**src/rtl/alu_arbiter.sv**
```systemverilog
// alu_arbiter
//   Shares one external combinational ALU between two requesters. Each port
//   hands over an operation on a valid/ready handshake. Ties between the two
//   ports are broken round-robin. The accepted operands are registered and
//   drive the ALU for one cycle, and the captured result is returned on the
//   owning port's response handshake.
//
//   Every operation takes at least three cycles (IDLE -> EXEC -> RESP). No new
//   operation is accepted while one is in flight.
//
// Ports
//   clk, rst                  clock, synchronous active-high reset
//   reqN_valid/reqN_ready     request handshake for port N (ready is combinational in IDLE)
//   reqN_a, reqN_b, reqN_ctr  operands and ALUctr code for port N
//   respN_valid/respN_ready   response handshake for port N
//   resp_result/zero/ovf/err  shared captured response data
//   alu_a, alu_b, alu_ctr     drive to the external ALU (addu of zeros outside EXEC)
//   alu_result/zero/ovf       external ALU outputs
//
// Configuration
//   ALU_ARB_CHECK_EN  when defined, an ALUctr code outside the legal set is not
//                     sent through the ALU result path: the response is 0 with
//                     resp_err set. When undefined, resp_err is always 0.
module alu_arbiter (
  input  logic        clk,
  input  logic        rst,
  input  logic        req0_valid,
  output logic        req0_ready,
  input  logic [31:0] req0_a,
  input  logic [31:0] req0_b,
  input  logic [3:0]  req0_ctr,
  input  logic        req1_valid,
  output logic        req1_ready,
  input  logic [31:0] req1_a,
  input  logic [31:0] req1_b,
  input  logic [3:0]  req1_ctr,
  output logic        resp0_valid,
  input  logic        resp0_ready,
  output logic        resp1_valid,
  input  logic        resp1_ready,
  output logic [31:0] resp_result,
  output logic        resp_zero,
  output logic        resp_ovf,
  output logic        resp_err,
  output logic [31:0] alu_a,
  output logic [31:0] alu_b,
  output logic [3:0]  alu_ctr,
  input  logic [31:0] alu_result,
  input  logic        alu_zero,
  input  logic        alu_ovf
);

  typedef enum logic [1:0] {
    IDLE = 2'd0,
    EXEC = 2'd1,
    RESP = 2'd2
  } state_t;

  state_t      state_q, state_d;
  logic [31:0] op_a_q, op_b_q;
  logic [3:0]  op_ctr_q;
  logic        owner_q;
  logic        last_grant_q;
  logic [31:0] result_q;
  logic        zero_q, ovf_q, err_q;

  logic        accept;
  logic        grant;
  logic [31:0] result_d;
  logic        zero_d, ovf_d, err_d;

  // Arbitration, handshakes and ALU drive
  always_comb begin
    state_d     = state_q;
    accept      = 1'b0;
    grant       = 1'b0;
    req0_ready  = 1'b0;
    req1_ready  = 1'b0;
    resp0_valid = 1'b0;
    resp1_valid = 1'b0;
    alu_a       = '0;
    alu_b       = '0;
    alu_ctr     = 4'b0001;
    unique case (state_q)
      IDLE: begin
        // Reset has priority over acceptance, so ready is masked while rst is high.
        if (!rst && (req0_valid || req1_valid)) begin
          accept     = 1'b1;
          grant      = (req0_valid && req1_valid) ? ~last_grant_q : req1_valid;
          req0_ready = ~grant;
          req1_ready = grant;
          state_d    = EXEC;
        end
      end
      EXEC: begin
        alu_a   = op_a_q;
        alu_b   = op_b_q;
        alu_ctr = op_ctr_q;
        state_d = RESP;
      end
      RESP: begin
        resp0_valid = ~owner_q;
        resp1_valid = owner_q;
        if (owner_q ? resp1_ready : resp0_ready) begin
          state_d = IDLE;
        end
      end
      default: state_d = IDLE;
    endcase
  end

  // Value captured at the end of EXEC
  always_comb begin
    result_d = alu_result;
    zero_d   = alu_zero;
    ovf_d    = alu_ovf;
    err_d    = 1'b0;
`ifdef ALU_ARB_CHECK_EN
    unique case (op_ctr_q)
      4'b1110, 4'b0100, 4'b0001, 4'b0101, 4'b0010, 4'b0011,
      4'b0111, 4'b1010, 4'b1000, 4'b1001, 4'b0110: ;
      default: begin
        result_d = '0;
        zero_d   = 1'b0;
        ovf_d    = 1'b0;
        err_d    = 1'b1;
      end
    endcase
`endif
  end

  always_ff @(posedge clk) begin
    if (rst) begin
      state_q      <= IDLE;
      op_a_q       <= '0;
      op_b_q       <= '0;
      op_ctr_q     <= '0;
      owner_q      <= 1'b0;
      last_grant_q <= 1'b1;
      result_q     <= '0;
      zero_q       <= 1'b0;
      ovf_q        <= 1'b0;
      err_q        <= 1'b0;
    end else begin
      state_q <= state_d;
      if (accept) begin
        op_a_q       <= grant ? req1_a   : req0_a;
        op_b_q       <= grant ? req1_b   : req0_b;
        op_ctr_q     <= grant ? req1_ctr : req0_ctr;
        owner_q      <= grant;
        last_grant_q <= grant;
      end
      if (state_q == EXEC) begin
        result_q <= result_d;
        zero_q   <= zero_d;
        ovf_q    <= ovf_d;
        err_q    <= err_d;
      end
    end
  end

  assign resp_result = result_q;
  assign resp_zero   = zero_q;
  assign resp_ovf    = ovf_q;
  assign resp_err    = err_q;

endmodule

```
**config.mk**
```make
export PLATFORM = sky130hd
export DESIGN_NAME = alu_arbiter
export DESIGN_NICKNAME = d
export VERILOG_FILES = /design/src/rtl/alu_arbiter.sv
export SDC_FILE = /design/constraint.sdc
export NUM_CORES = 1
export LEC_CHECK = 0
export ABC_AREA = 1
export CELL_PAD_IN_SITES_DETAIL_PLACEMENT = 0
export CELL_PAD_IN_SITES_GLOBAL_PLACEMENT = 1
export CORE_MARGIN = 4
export CORE_UTILIZATION = 26
export DETAILED_ROUTE_END_ITERATION = 12
export PLACE_DENSITY = 0.91
export SLEW_MARGIN = 20
export SYNTH_ARGS = -nofsm -noshare
export SYNTH_HDL_FRONTEND = slang
export SYNTH_SLANG_ARGS = --single-unit
```
**constraint.sdc**
```tcl
create_clock -name clk -period 1.61 [get_ports clk]
set_input_delay 0.4025 -clock clk [delete_from_list [all_inputs] [get_ports clk]]
set_output_delay 0.4025 -clock clk [all_outputs]
set_load 0.01 [all_outputs]
```
Word-level counts from Yosys, hierarchy flattened
Cells that the tools add are included.
- bits in registers: 106
- bits in latches: 0
- bits in writable memories: 0
- bits in read-only memories: 0
- bits of input ports: 176
- output and inout port bits: 107
- logic and storage cells: 41
- memories: 0
- add/sub/neg operators: 0
- multiply operators: 0
- divide/modulo/power cells: 0
- order comparisons: 0
- equality and inequality tests: 4
- shift-type cells: 0
- mux-type cells: 19
- bitwise logic cells: 3
- reduce and logical (&&, ||, !) cells: 6
- operators with widths (kind ; count):
    two-way mux 32 bit ; 4
    two-way mux 1 bit ; 10
    two-way mux 4 bit ; 2
    case mux 2 bit (3 select lines) ; 1
    two-way mux 2 bit ; 2
    != test 2 bit (second input constant) ; 2
    NOT 1 bit ; 3
    equality test 2 x 1 -> 1 bit (second input constant) ; 1
    equality test 2 bit (second input constant) ; 1
    logical AND 1 bit ; 2
    logical NOT 2 bit ; 1
    AND reduction 2 bit ; 1
    logical NOT 1 bit ; 1
    logical OR 1 bit ; 1

Depth between registers and ports, before layout
- word-level depth: 5
- mapped depth: 9

Worst setup path after synthesis
No wires, ideal clock.
- path kind: register to output
- start: reg state_q[0]
- end: out alu_a[26]
- arrival time: 1.204 ns
- data required time: 1.207 ns
- path slack: 0.004 ns
- stages on the path, launching flop included: 7
- buffers on the path: 2
- path through: dfxtp_1 > inv_1 > nor2_2 > inv_2 > buf_2 > buf_1 > nor2_1
- cells in the longest elaborated chain, start to end: 2
- ends and longest elaborated chain (what ; line ; text):
    start, declared ; 59 ; state_t state_q, state_d;
    start signal, assigned ; 145 ; state_q <= state_d;
    equality test 2 x 1 -> 1 bit ; 84 ; unique case (state_q)
    two-way mux 32 bit ; 84 ;
    end, declared ; 45 ; output logic [31:0] alu_a,
No other way between the ends.

Final worst setup path
- start: reg state_q[0]
- end: out alu_b[19]
- cells in the longest elaborated chain, start to end: 2
- ends and longest elaborated chain (what ; line ; text):
    equality test 2 x 1 -> 1 bit ; 84 ;
    two-way mux 32 bit ; 84 ;
    end, declared ; 46 ; output logic [31:0] alu_b,
No other way between the ends.

==> flow_summary_export.csv <==
group,metric,value,unit
status,outcome,"finished, violations left",
status,violations,"setup timing",
detailed_routing,dr_wl_met3,2140,µm
floorplanning,die_y,153,µm
floorplanning,num_rows,52,
sta,fin_skew,0.00865,ns
synthesis,synth.mux.area_fraction,0,%
power_and_ir_drop,powerDensity,771,mW/mm²
layout,drive_above_1_share,30.5,%
setup_path,cp_top_family,"buffers and inverters",
detailed_routing,avgViaCountPerCell,4.68,
detailed_routing,post_drt_wl_per_cell,18.1,µm
setup_path,path_max_fanout,5,
floorplanning,start_util,26.7,%
floorplanning,die-area,0.0235,mm²
synthesis,ys_types,22,
synthesis,yosys.area_share.simple,39.7,%
detailed_routing,wl_met1,11400,µm
global_routing,antenna_found_initial,0,
min_path,hold_depth,2,
synthesis,ys_seq_elements,106,
run,drv_cap,0,
clock_tree,tritoncts,"yes",
detailed_routing,num_vias,6957,
setup_path,path_depth,7,
power_and_ir_drop,finalPower,8.51,mW
detailed_routing,met2RoutedLength,13000,µm
synthesis,synth-seq-area-share,38.7,%
sta,final.setup.tns,-33.17,ns
layout,utilization,53.8,%
layout,num-nets-final,1390,
detailed_routing,dr.pass1.iters,4,
sta,tightest_slew,0.596,ns
synthesis,synthAdderAreaFrac,0,%
global_routing,grt_first_pass_wirelength,35300,µm
synthesis,yosys.area.top_type,"dfxtp_1",
synthesis,ys_top_cells_by_area,"dfxtp_1 39%, nor2_1 16%, nand2_1 9.7%",
detailed_routing,drc,0,
min_path,min_to,"op_b_q[24]",
placed_design,hpwl,14100,µm
clock_tree,hold_buffers,0,
setup_path,critPathLaunchType,"register",
sta,setup_viol,141,
layout,multi_input_area,0.00336,mm²
setup_path,endpoint_kind,"output pin",
sta,hold_ws,0.463,ns
synthesis,synthesis.instances,891,
synthesis,synthesis.nets,1067,
sta,max_slew_margin,60.3,%
sta,rsz0062_at_grt,"true",
min_path,min_from,"op_b_q[24]",
placed_design,gp_congestion,0.835,
setup_path,r2r_cells,14,
synthesis,synth_compound_area_share,6.44,%
setup_path,cp.required,1.21,ns
global_routing,grtUsageTotal,18.7,%
setup_path,slowest_stage,"dfxtp_2",
synthesis,syn_area_per_cell,6.15,µm²
setup_path,r2r-end,"op_a_q[14]",
clock_tree,cts_root_buffer,"clkbuf_16",
setup_path,ff2ff_setup_slack,-0.25,ns
floorplanning,pin_count,283,
clock_tree,clk_path_buf_depth,2,
setup_path,cp_num_buf_inv,5,
detailed_routing,highest_layer,"met4",
setup_path,path_class,"register to output pin",
detailed_routing,drt_iter0_markers,377,
setup_path,critPathMaxStageDelay,0.34,ns
sta,finalHoldViolations,0,
layout,seq_area,0.00212,mm²
placed_design,port-buffer-count,281,
sta,fin_ws,-0.329,ns
layout,antennaDiodeCount,0,
sta,fmax,0.516,GHz
setup_path,cp.arrival,1.54,ns
sta,timing.final.crit_share,120,%
synthesis,synth_top_family_by_area,"simple AND/OR/NAND/NOR gates",
floorplanning,die_w,153,µm
clock_tree,clkSlewWorstSetupHoldPaths,0.08,ns
clock_tree,numCtsBuffers,9,
layout,final_area,0.0110,mm²
clock_tree,clk_latency,0.35,ns
setup_path,timing.rr.start,"state_q[0]",
global_routing,grt_overflow,0,
setup_path,path_cells,"inv_2 > nor2_4 > clkinv_4 > buf_12 > clkbuf_16 > nor2_2 > buf_2",
synthesis,syn_area,0.00548,mm²
synthesis,synth-xor-area-share,0,%
floorplanning,core,0.0205,mm²
power_and_ir_drop,p_leak,4.94,nW
global_routing,grt_pass1_vias,6300,
global_routing,grt_max_degree,57,
layout,nFillCells,1933,
layout,area_delta_synth_final,101,%
sta,slew_violations,0,
placed_design,placement.cell_area,0.00868,mm²
power_and_ir_drop,vdd_drop_max,606,µV
sta,fin_crit,1.94,ns
clock_tree,ctsHtreeMaxLevel,3,
detailed_routing,drt_wl_total,27000,µm
layout,final_cell_mix,"172 x clkdlybuf4s50_1, 171 x nor2_1, 136 x inv_1, 104 x dfxtp_1, 92 x nand2_1",
detailed_routing,ant_nets,0,
synthesis,yosysTopAreaCellShare,38.7,%
clock_tree,cts_sinks,106,
min_path,hp-class,"register to register",
synthesis,ys_warn_count,0,
layout,final_common_cell,"clkdlybuf4s50_1",
layer usage:
layer | global-route usage, % | vias up
met5 | 0 | -
met4 | 3.61 | 0
met3 | 5.65 | 29
met2 | 31.1 | 284
met1 | 24.2 | 3255
li1 | - | 3389
cell type report:
cell class	count	share of cell area, %
repair inverters	1	0.0567
repair buffers	377	39.6
clock buffers	9	2.04
clock inverters	6	0.658
multi-input cells	577	30.4
flip-flops and latches	106	19.3
well taps	270	3.06
inverters	142	4.88
sequential cells by signal, indices dropped and copies added, names as in the netlist:
signal        flops
op_a_q           32
op_b_q           32
resp_result      32
op_ctr_q          4
state_q           2
last_grant_q      1
owner_q           1
resp_ovf          1
resp_zero         1
Yosys cell counts:
master and instances:
nor2_1 231, dfxtp_1 106, buf_4 2, clkbuf_1 33, inv_1 139, a211oi_1 1, nand3_1 7, or2_1 1
a21oi_1 35, conb_1 1, nor3_1 47, nand3_2 1, inv_2 3, nand2_1 141, buf_1 6, or2_2 16
buf_6 1, nor2_4 1, nor2_2 2, buf_2 24, o21ai_0 34, nand4_1 59
through the flow:
step	setup slack (ns)	cells
2_1_floorplan	0.00365	891
3_3_place_gp	-0.587	1405
3_5_place_dp	-0.659	1405
4_1_cts	-0.364	1449
5_1_grt	-0.411	1488
6_report	-0.329	1488
tightest hold or removal path: cells and delay by family (launching register included):
kind             cells  cell delay [ns]
AND/OR/NAND/NOR      1             0.06
flip-flops           1             0.31
AO/OA/AOI/OAI        1             0.05
where the power goes:
part           total, mW  internal (mW)  switching (mW)  leakage, nW
Combinational       3.20           1.68            1.52         3.93
Clock               2.33           1.22            1.10        0.143
Sequential          2.98           2.85           0.134        0.870
worst max path at each step:
stage	endpoint	startpoint	slack (ns)
global route	alu_b[0]	state_q[0]	-0.41
CTS	alu_b[2]	state_q[0]	-0.36
detailed placement	req0_ready	req0_valid	-0.66
global placement	req1_ready	req0_valid	-0.59
finish	alu_b[19]	state_q[0]	-0.33
floorplan	alu_a[26]	state_q[0]	0.004
cells by family (layout without fill, tap and decap cells):
family          count (synthesis)  after routing
compound gates                 70             70
other cells                     1              1
simple gates                  506            506
flops                         106            106
buf+inv                       208            535
timing repair:
item,CTS,global route
gates resized for setup,403,255
hold endpoints to repair,0,0
pin swaps,7,73
endpoints found under the setup margin,160,169
gates cloned,14,29
setup buffers,16,18
Note: power is estimated with default switching activity, not from simulation.
